`src/rtl/pipelined_barrel_shifter.sv`:
```
// -----------------------------------------------------------------------------
// pipelined_barrel_shifter
//
// Purpose: WIDTH-bit barrel shifter split into SW = log2(WIDTH) register
// stages. Stage k shifts by 2^k when bit k of the request's shift length is
// set, so a request needs exactly SW cycles from acceptance to out_valid.
// Every stage has its own valid bit and uses valid/ready flow control. The
// pipeline accepts one request per cycle and adds no bubbles. When the
// consumer stalls, the output holds and the upstream stages fill before
// in_ready drops.
//
// Ports:
//   clk            single clock, rising edge
//   rst_n          asynchronous active-low reset
//   in_valid       request present on in / sl / left_or_right / mode
//   in_ready       shifter accepts a request this cycle
//   in             operand, WIDTH bits
//   sl             shift length, 0..WIDTH-1
//   left_or_right  0 = left, 1 = right
//   mode           00 logical, 01 rotate, 10 arithmetic, 11 pass-through
//   out_valid      result present on out (and out_carry)
//   out_ready      consumer accepts the result this cycle
//   out            shifted result
//   out_carry      last bit shifted out (only with SHIFTER_CARRY_EN)
//
// Configuration: defining SHIFTER_CARRY_EN adds the out_carry port and one
// carry flop per stage. The default build (macro undefined) has no carry logic.
// -----------------------------------------------------------------------------
module pipelined_barrel_shifter #(
  parameter int WIDTH = 32,
  localparam int SW = $clog2(WIDTH)
) (
  input  logic             clk,
  input  logic             rst_n,
  input  logic             in_valid,
  output logic             in_ready,
  input  logic [WIDTH-1:0] in,
  input  logic [SW-1:0]    sl,
  input  logic             left_or_right,
  input  logic [1:0]       mode,
  output logic             out_valid,
  input  logic             out_ready,
`ifdef SHIFTER_CARRY_EN
  output logic             out_carry,
`endif
  output logic [WIDTH-1:0] out
);

  localparam logic [1:0] MODE_ROT   = 2'b01;
  localparam logic [1:0] MODE_ARITH = 2'b10;
  localparam logic [1:0] MODE_PASS  = 2'b11;

  logic [SW-1:0] valid_vec;
  logic [SW-1:0] adv;

  assign in_ready = ~valid_vec[0] | adv[0];

  genvar k;
  for (k = 0; k < SW; k++) begin : g_stage
    localparam int AMT = 1 << k;

    logic [WIDTH-1:0] src_data;
    logic [WIDTH-1:0] nxt_data;
    logic [WIDTH-1:0] data_q;
    // Only the shift-length bits that this stage and later stages use
    // stay with the request.
    logic [SW-1:k]    src_sl;
    logic             src_dir;
    logic [1:0]       src_mode;
    logic             load;
    logic             valid_q;
`ifdef SHIFTER_CARRY_EN
    logic             src_carry;
    logic             nxt_carry;
    logic             carry_q;
`endif

    if (k == 0) begin : g_src
      assign src_data = in;
      assign src_sl   = sl;
      assign src_dir  = left_or_right;
      assign src_mode = mode;
      assign load     = in_valid & in_ready;
`ifdef SHIFTER_CARRY_EN
      assign src_carry = 1'b0;
`endif
    end else begin : g_src
      assign src_data = g_stage[k-1].data_q;
      assign src_sl   = g_stage[k-1].g_ctl.sl_q;
      assign src_dir  = g_stage[k-1].g_ctl.dir_q;
      assign src_mode = g_stage[k-1].g_ctl.mode_q;
      assign load     = adv[k-1];
`ifdef SHIFTER_CARRY_EN
      assign src_carry = g_stage[k-1].carry_q;
`endif
    end

    // A stage advances when the consumer takes the result, or when any
    // stage downstream of it has a free slot. Unrolling the recursion this
    // way avoids a combinational path through the adv vector itself.
    if (k == SW-1) begin : g_adv
      assign adv[k] = valid_q & out_ready;
    end else begin : g_adv
      assign adv[k] = valid_q & (out_ready | ~(&valid_vec[SW-1:k+1]));
    end
    assign valid_vec[k] = valid_q;

    always_comb begin
      nxt_data = src_data;
`ifdef SHIFTER_CARRY_EN
      nxt_carry = src_carry;
`endif
      if (src_sl[k] && (src_mode != MODE_PASS)) begin
        if (!src_dir) begin
          if (src_mode == MODE_ROT) begin
            nxt_data = {src_data[WIDTH-AMT-1:0], src_data[WIDTH-1 -: AMT]};
          end else begin
            // Arithmetic left is the same as logical left.
            nxt_data = {src_data[WIDTH-AMT-1:0], {AMT{1'b0}}};
          end
        end else begin
          if (src_mode == MODE_ROT) begin
            nxt_data = {src_data[AMT-1:0], src_data[WIDTH-1:AMT]};
          end else if (src_mode == MODE_ARITH) begin
            // The sign bit survives earlier arithmetic stages, so the
            // current MSB is still the operand's sign.
            nxt_data = {{AMT{src_data[WIDTH-1]}}, src_data[WIDTH-1:AMT]};
          end else begin
            nxt_data = {{AMT{1'b0}}, src_data[WIDTH-1:AMT]};
          end
        end
`ifdef SHIFTER_CARRY_EN
        // The last stage that shifts determines the carry. For a rotate it
        // is the bit that has just wrapped round to the far end.
        if (src_mode == MODE_ROT) begin
          nxt_carry = src_dir ? nxt_data[WIDTH-1] : nxt_data[0];
        end else begin
          nxt_carry = src_dir ? src_data[AMT-1] : src_data[WIDTH-AMT];
        end
`endif
      end
    end

    always_ff @(posedge clk or negedge rst_n) begin
      if (!rst_n) begin
        valid_q <= 1'b0;
        data_q  <= '0;
`ifdef SHIFTER_CARRY_EN
        carry_q <= 1'b0;
`endif
      end else if (load) begin
        valid_q <= 1'b1;
        data_q  <= nxt_data;
`ifdef SHIFTER_CARRY_EN
        carry_q <= nxt_carry;
`endif
      end else if (adv[k]) begin
        valid_q <= 1'b0;
      end
    end

    // The control fields are needed only while a later stage still has
    // to act on them.
    if (k < SW-1) begin : g_ctl
      logic [SW-1:k+1] sl_q;
      logic            dir_q;
      logic [1:0]      mode_q;

      always_ff @(posedge clk or negedge rst_n) begin
        if (!rst_n) begin
          sl_q   <= '0;
          dir_q  <= 1'b0;
          mode_q <= 2'b00;
        end else if (load) begin
          sl_q   <= src_sl[SW-1:k+1];
          dir_q  <= src_dir;
          mode_q <= src_mode;
        end
      end
    end
  end

  assign out_valid = valid_vec[SW-1];
  assign out       = g_stage[SW-1].data_q;
`ifdef SHIFTER_CARRY_EN
  assign out_carry = g_stage[SW-1].carry_q;
`endif

endmodule

```
`config.mk`:
```
export PLATFORM = sky130hd
export DESIGN_NAME = pipelined_barrel_shifter
export DESIGN_NICKNAME = d
export VERILOG_FILES = /design/src/rtl/pipelined_barrel_shifter.sv
export SDC_FILE = /design/constraint.sdc
export NUM_CORES = 1
export LEC_CHECK = 0
export ABC_AREA = 1
export BUFFER_PORTS_ARGS = -buffer_cell sky130_fd_sc_hd__buf_2
export CORE_AREA = 2 2 141 143
export DETAILED_ROUTE_END_ITERATION = 8
export DIE_AREA = 0 0 143 145
export GPL_TIMING_DRIVEN = 0
export MAX_ROUTING_LAYER = met4
export PLACE_DENSITY = 0.85
export SYNTH_ARGS = -nofsm -noshare
export SYNTH_HDL_FRONTEND = slang
export SYNTH_SLANG_ARGS = --single-unit
```
`constraint.sdc`:
```
create_clock -name clk -period 2.4 [get_ports clk]
set_input_delay 0.24 -clock clk [delete_from_list [all_inputs] [get_ports clk]]
set_output_delay 0.24 -clock clk [all_outputs]
set_load 0.005 [all_outputs]
```
==> summary.md, run 1 <==
| Metric | Value |
|---|---|
| Status | `finished, final reports clean` |
| Pre-antenna DRT Iters | `5` |
| Die width | `~140 µm` |
| Synth-to-layout area growth | `13.5%` |
| Hold path start | `mode[0]` |
| Type of origin of the critical path | `flip-flop` |
| Synth Cell Area | `roughly 10,000 µm²` |
| Clk pin slew, worst setup/hold paths | `around 70 ps` |
| GP Congestion | `about 0.96` |
| Pwr dens | `approximately 1100 nW/µm²` |
| H-tree depth | `4` |
| Asr flop ratio synth | `1.00` |
| Port Buffers | `76` |
| # rows | `51` |
| Cell count after synthesis | `1,529` |
| Synth top cells by count | `581 x nand2_1, 189 x o21ai_0, 187 x dfrtp_1, 140 x inv_1, 107 x nor2_1` |
| Hold path depth | `3` |
| Post-synth top area share | `0.447` |
| WP data arrival | `roughly 2000 ps` |
| Reg2reg start | `g_stage[2].g_ctl.mode_q[0]$_DFFE_PN0P_` |
| Initial drt markers | `roughly 670` |
| Share of layout cells above drive strength 1 | `0.122` |
| Met3 wire length | `1.03 mm` |
| Die Ht | `roughly 150 µm` |
| Via count | `~10,000` |
| Worst Hold Class | `input pin to flip-flop` |
| First-pass GRT wire length | `about 46 mm` |
| Main synth FF type | `dfrtp_1` |
| Max-slew violations | `0` |
| Peak VDD IR | `0.500 mV` |
| Synth cell types | `24` |
| Mean Syn Cell Area | `a little under 7 µm²` |
| R2r endpoint | `g_stage[3].data_q[10]$_DFFE_PN0P_` |
| CTS resizes | `0` |
| Tightest Pin Transition | `approximately 800 ps` |
| Starting Density | `0.545` |
| Crit-path max FO | `10` |
| Final Power | `about 14,000 µW` |
| Core area | `19,200 µm²` |
| Max Root-Sink Buffers | `2` |
| WHS | `about 64 ps` |
| CP endpoint kind | `flip-flop` |
| Final Hold Vio Count | `0` |
| Number of global-route vias before repair | `~9,300` |
| Largest net degree at the start of global routing | `~110` |
| Most area-hungry cell type in the Yosys netlist | `dfrtp_1` |
| RSZ-0062 raised after global routing | `false` |
| Max cap viols | `0` |
| Max-slew headroom | `0.476` |
| Setup Viol. Count Final | `0` |
| WL per Instance | `between 10 and 15 µm` |
| All-layer global routing usage | `0.286` |
| Crit Path Class | `flip-flop to flip-flop` |
| Post-DP HPWL | `~22 mm` |
| Initial antenna violation count | `0` |
| Tcrit/Tclk final | `0.692` |
| Largest cells by area after synthesis | `dfrtp_1 45%, nand2_1 21%, o21ai_0 9.0%, inv_1 5.0%, nor2_1 3.8%` |
| Die area | `just over 20,000 µm²` |
| Clock Latency Late Sink | `440 ps` |
| Syn Nets | `1,573` |
| Reg2reg setup slack | `between 700 and 800 ps` |
| ANT cells | `0` |
| Cts bufs inserted | `17` |
| Hold EP | `g_stage[0].g_ctl.mode_q[0]$_DFFE_PN0P_` |
| Clock Skew | `a little over 8 ps` |
| Fmax achieved | `between 600 and 700 MHz` |
| Final setup TNS | `0 ps` |
| FF+latch count, synth | `187` |
| P_leak | `between 0.005 and 0.006 µW` |
| # DRC | `0` |
| CTS tree | `done` |
| Met2 wire length | `14.7 mm` |
| Routed Antenna Nets | `0` |
| # IOs | `between 70 and 80` |
| Most common cell in the synthesized netlist | `nand2_1` |
| Routed vias/inst | `just over 5` |
| Final Critical Period | `between 1500 and 2000 ps` |
| DR top layer | `met4` |
| Final net count | `1,674` |
| Register area share after synthesis | `0.447` |
| Final global-route overflow total | `0` |
| Root Driver | `clkbuf_16` |
| WL final | `roughly 28 mm` |
| Reg2Reg Depth | `7` |
| Post-synth EDFFs | `0` |
| Yosys warns | `0` |
| Clk sinks | `about 190` |
| M1 wire length | `11.4 mm` |
| Req. time, crit path | `between 2000 and 3000 ps` |
## through the flow
| stage | std cells | util | cell area (µm²) | setup slack [ps] |
|---|---|---|---|---|
| CTS | 1908 | 0.619 | 11900 | 708 |
| floorplan | 1529 | - | 10500 | 1170 |
| global placement | 1870 | 0.582 | 11200 | -1690 |
| global route | 1908 | 0.619 | 11900 | 577 |
| detailed placement | 1871 | 0.584 | 11200 | 717 |
| finish | 1908 | 0.619 | 11900 | 740 |
## layout make-up
| cell class | instances | area, µm² |
|---|---|---|
| fillers | 1760 | 7320 |
| flip-flops and latches | 187 | 4680 |
| clock buffers | 19 | 443 |
| repair buffers | 82 | 468 |
| clock inverters | 13 | 170 |
| multi-input cells | 1104 | 4750 |
| plain buffers | 90 | 485 |
| inverters | 148 | 558 |
| well taps | 265 | 332 |
## sequential cells by signal, summed over array words and instances (netlist names)
name                  cells
g_stage.g_ctl.sl_q       10
out                      32
g_stage.g_ctl.dir_q       4
g_stage.data_q          128
out_valid                 1
g_stage.g_ctl.mode_q      8
g_stage.valid_q           4
## worst max path at each step
| stage | from | endpoint | cells past startpoint |
|---|---|---|---|
| 6_report | g_stage[2].g_ctl.mode_q[0]$_DFFE_PN0P_ | g_stage[3].data_q[10]$_DFFE_PN0P_ | 7 |
| 2_1_floorplan | g_stage[3].g_ctl.mode_q[0]$_DFFE_PN0P_ | out[21]$_DFFE_PN0P_ | 7 |
| 3_5_place_dp | g_stage[2].g_ctl.mode_q[0]$_DFFE_PN0P_ | g_stage[3].data_q[10]$_DFFE_PN0P_ | 7 |
| 3_3_place_gp | rst_n | g_stage[0].data_q[14]$_DFFE_PN0P_ | 1 |
| 5_1_grt | g_stage[2].g_ctl.mode_q[1]$_DFFE_PN0P_ | g_stage[3].data_q[3]$_DFFE_PN0P_ | 7 |
| 4_1_cts | g_stage[2].g_ctl.mode_q[0]$_DFFE_PN0P_ | g_stage[3].data_q[10]$_DFFE_PN0P_ | 7 |
## layout by cell type, fill, tap and decap left out, types with 2 or more instances in the layout
| master | synthesis | routed |
|---|---|---|
| a21oi_1 | 80 | 80 |
| buf_2 | 61 | 136 |
| buf_4 | 5 | 5 |
| buf_6 | 7 | 7 |
| bufinv_16 | 0 | 3 |
| clkbuf_1 | 16 | 17 |
| clkbuf_16 | 0 | 17 |
| clkinv_4 | 0 | 6 |
| clkinvlp_4 | 0 | 3 |
| dfrtp_1 | 187 | 187 |
| dlygate4sd3_1 | 0 | 5 |
| inv_1 | 140 | 140 |
| inv_2 | 7 | 7 |
| nand2_1 | 581 | 581 |
| nand2_2 | 4 | 4 |
| nand2_4 | 3 | 3 |
| nand3_1 | 47 | 47 |
| nand4_1 | 2 | 2 |
| nor2_1 | 107 | 107 |
| nor2_2 | 3 | 3 |
| nor3_1 | 3 | 3 |
| o211ai_1 | 15 | 15 |
| o21ai_0 | 189 | 189 |
| o21ai_1 | 60 | 60 |
| o22ai_1 | 8 | 8 |
## worst max-delay path, stage by stage, from the launching register on
cell and delay [ps]:
dfrtp_1 440, nand2_1 90, nand2_1 80, inv_2 130, clkbuf_1 330, o21ai_0 170, o211ai_1 210, nand2_1 90
## cell families (layout without fill, tap and decap cells)
family | Yosys count | count (layout) | share of synthesized area
flip-flops | 187 | 187 | 0.447
AND/OR/NAND/NOR | 752 | 752 | 0.281
AO/OA/AOI/OAI | 352 | 352 | 0.173
buffers and inverters | 238 | 352 | 0.0997
## timing repair
action	4_1_cts	5_1_grt
hold buffers	5	0
hold endpoints to repair	113	0
endpoints found under the setup margin	0	0
buffers inserted	0	0
## metal layers
layer | up-vias | track usage
li1 | 5035 | -
met1 | 4431 | 0.313
met2 | 313 | 0.515
met3 | 74 | 0.0373
met4 | 0 | 0.124
met5 | - | -
## report_power, final
| group | switching [µW] | internal, µW | leakage, µW |
|---|---|---|---|
| Clock | 1240 | 1670 | 0.000289 |
| Sequential | 928 | 4270 | 0.00233 |
| Combinational | 3580 | 1850 | 0.00334 |
| Total | 5740 | 7790 | 0.00596 |
Note: power is estimated with default switching activity, not from simulation.
==> inputs of run 2 (changes only) <==
- PLACE_DENSITY: 0.85 -> 0.88
- clock period: 2.4 -> 1.5 ns (I/O delays scaled with it)
==> summary.md, run 2 (same netlist as run 1, synthesis figures left out) <==
| Metric | Value |
|---|---|
| Pwr dens | `1820 nW/µm² (+59%)` |
| Tcrit/Tclk final | `1.00` |
| WL per Instance | `15.3 µm (+3.5%)` |
| Reg power frac | `0.380 (-0.004)` |
| # DRC | `0 (unchanged)` |
| Port Buffers | `76 (unchanged)` |
| Worst Hold Class | `input pin to flip-flop` |
| Max Root-Sink Buffers | `2 (unchanged)` |
| Cts bufs inserted | `17 (unchanged)` |
| All-layer global routing usage | `0.299 (+0.0127)` |
| WHS | `65.0 ps (+1.41 ps)` |
| Clock share of power | `0.206 (-0.009)` |
| Final WS setup | `-1.46 ps (-741 ps)` |
| Final setup TNS | `-1.46 ps (-1.46 ps)` |
| Commonest cells after routing, fill and taps aside | `575 x nand2_1, 186 x o21ai_0, 186 x dfrtp_1` |
| Post-placement cell area | `11,200 µm² (unchanged)` |
| RSZ-0062 raised after global routing | `true` |
| Failing checks | `setup timing` |
| WP data arrival | `1350 ps (-620 ps)` |
| P_leak | `0.00606 µW (+1.7%)` |
| Status | `finished with violations` |
| Via count | `9,999 (+1.5%)` |
| Final global-route overflow total | `0 (unchanged)` |
| Core area | `19,200 µm² (unchanged)` |
| Root Driver | `clkbuf_16` |
| Non-Filler Instances | `1,920 (+0.63%)` |
| Sw frac | `0.429 (+0.00472)` |
| Clock Skew | `9.51 ps (+1.30 ps)` |
| Initial antenna violation count | `0 (unchanged)` |
| Slowest cell on the critical path | `dfrtp_1` |
| Type of origin of the critical path | `flip-flop` |
| Placed instance count | `1,871 (unchanged)` |
| Final Hold Vio Count | `0 (unchanged)` |
| CTS tree | `done` |
| Max-slew headroom | `0.537 (+0.0607)` |
| Pre-CTS WS | `-213 ps (-930 ps)` |
| Met1 usage | `0.319 (+0.00637)` |
| # IOs | `78 (unchanged)` |
| Max FFs per register | `128 (unchanged)` |
| Initial drt markers | `535 (-20%)` |
| Routed vias/inst | `5.21 (+0.85%)` |
| Starting Density | `0.545 (unchanged)` |
| CP endpoint kind | `output pin` |
| H-tree depth | `4 (unchanged)` |
| First-pass GRT wire length | `47.6 mm (+4.0%)` |
| Die width | `143 µm (unchanged)` |
| Final net count | `1,687 (+0.78%)` |
| Fmax achieved | `666 MHz` |
| Largest net degree at the start of global routing | `98 (-12%)` |
| Peak VDD IR | `0.854 mV (+71%)` |
| Synth-to-layout area growth | `15.4%` |
| ANT cells | `0 (unchanged)` |
| Met3 Use GR | `0.0389 (+0.00165)` |
| Crit Path Class | `flip-flop to output pin` |
| Slowest Stage Delay on Critical Path | `410 ps (-30 ps)` |
| Die Ht | `145 µm (unchanged)` |
| Clk sinks | `187 (unchanged)` |
| Clk pin slew, worst setup/hold paths | `70 ps (about the same)` |
| Power Internal | `12,500 µW (+61%)` |
| Number of global-route vias before repair | `9,589 (+3.7%)` |
| Share of layout cells above drive strength 1 | `0.141 (+0.0184)` |
| CP Cell Sequence | `nand2_2 -> nor2_4 -> nand3_4 -> buf_6` |
| Post-route cell area | `12,100 µm² (+1.7%)` |
| Die area | `20,700 µm² (unchanged)` |
| Clock Latency Late Sink | `440 ps (about the same)` |
| WL final | `29.4 mm (+4.1%)` |
| Commonest non-fill, non-tap cell in the layout | `nand2_1` |
| GP Congestion | `0.963 (+0.30%)` |
| Req. time, crit path | `1350 ps (-1360 ps)` |
| Post-DP HPWL | `22.6 mm (+3.9%)` |
| # rows | `51 (unchanged)` |
| Pre-antenna DRT Iters | `5 (unchanged)` |
| Crit-path max FO | `4 (-6)` |
| Fillers | `1,772 (+0.68%)` |
| Global routing met2 resource utilization | `0.539 (+0.0239)` |
| Tightest Pin Transition | `694 ps (-91.1 ps)` |
| Sw power | `9410 µW (+64%)` |
| Max cap viols | `0 (unchanged)` |
| GR peak layer | `met2` |
| Largest reg by FF count | `g_stage.data_q` |
| Routed Antenna Nets | `0 (unchanged)` |
| Setup Viol. Count Final | `1 (+1)` |
| Comb power frac | `0.413 (+0.012)` |
| Max-slew violations | `0 (unchanged)` |
| Final Critical Period | `1500 ps` |
## run 2: cell count changes in the layout (fill, tap and decap cells not counted), sizes merged
cell,before,now
buf,151,158
bufinv,3,2
clkbuf,35,38
clkinv,7,2
clkinvlp,3,4
dlygate4sd3,5,6
inv,148,154
## run 2: power by group through the flow
stage	combinational (µW)	clock, µW	sequential [µW]
2_1_floorplan	5940	0	7920
3_3_place_gp	8420	0	8310
3_5_place_dp	8560	0	8370
4_1_cts	8790	4570	8290
5_1_grt	10200	4760	8520
6_report	9070	4530	8340
## run 2: stage by stage
step	power (µW)	utilization
2_1_floorplan	13900	-
3_3_place_gp	16700	0.582
3_5_place_dp	16900	0.584
4_1_cts	21700	0.622
5_1_grt	23500	0.629
6_report	21900	0.629
## run 2: routing by layer
layer	wire, µm	share of wire
met1	11700	0.40
met2	15400	0.52
met3	922	0.031
met4	1360	0.046
met5	0	0
## run 2: layout make-up
class	instances	area (µm²)	area share
well taps	265	332	0.0274
multi-input cells	1104	4800	0.397
repair buffers	97	589	0.0488
inverters	148	561	0.0464
clock inverters	14	159	0.0132
clock buffers	17	425	0.0352
flip-flops and latches	187	4680	0.387
plain buffers	88	534	0.0442
## run 2: worst paths after layout
check	start	end	slack, ps	cells after the start
worst max-delay path	g_stage[3].valid_q$_DFFE_PN0P_	in_ready	-1	4
worst min-delay path	in[22]	g_stage[0].data_q[22]$_DFFE_PN0P_	60	5
worst max register to register	g_stage[2].g_ctl.mode_q[0]$_DFFE_PN0P_	g_stage[3].data_q[10]$_DFFE_PN0P_	30	6
worst min register to register	out[20]$_DFFE_PN0P_	out[20]$_DFFE_PN0P_	470	2
max in group asynchronous	rst_n	g_stage[1].data_q[11]$_DFFE_PN0P_	310	3
min in group asynchronous	rst_n	out[18]$_DFFE_PN0P_	320	2
## run 2: worst max-delay path: cells and delay by family, from the launching register on
| kind | cells | cell delay (ps) |
|---|---|---|
| buffers and inverters | 1 | 140 |
| flip-flops | 1 | 410 |
| AND/OR/NAND/NOR | 3 | 370 |
## run 2: repair_timing
item	in CTS	in global routing
setup buffers	2	12
endpoints found under the hold margin	101	0
hold buffers	6	0
resized for setup	20	37
setup endpoints to repair	26	81
gates cloned	0	0
pin swaps	2	3
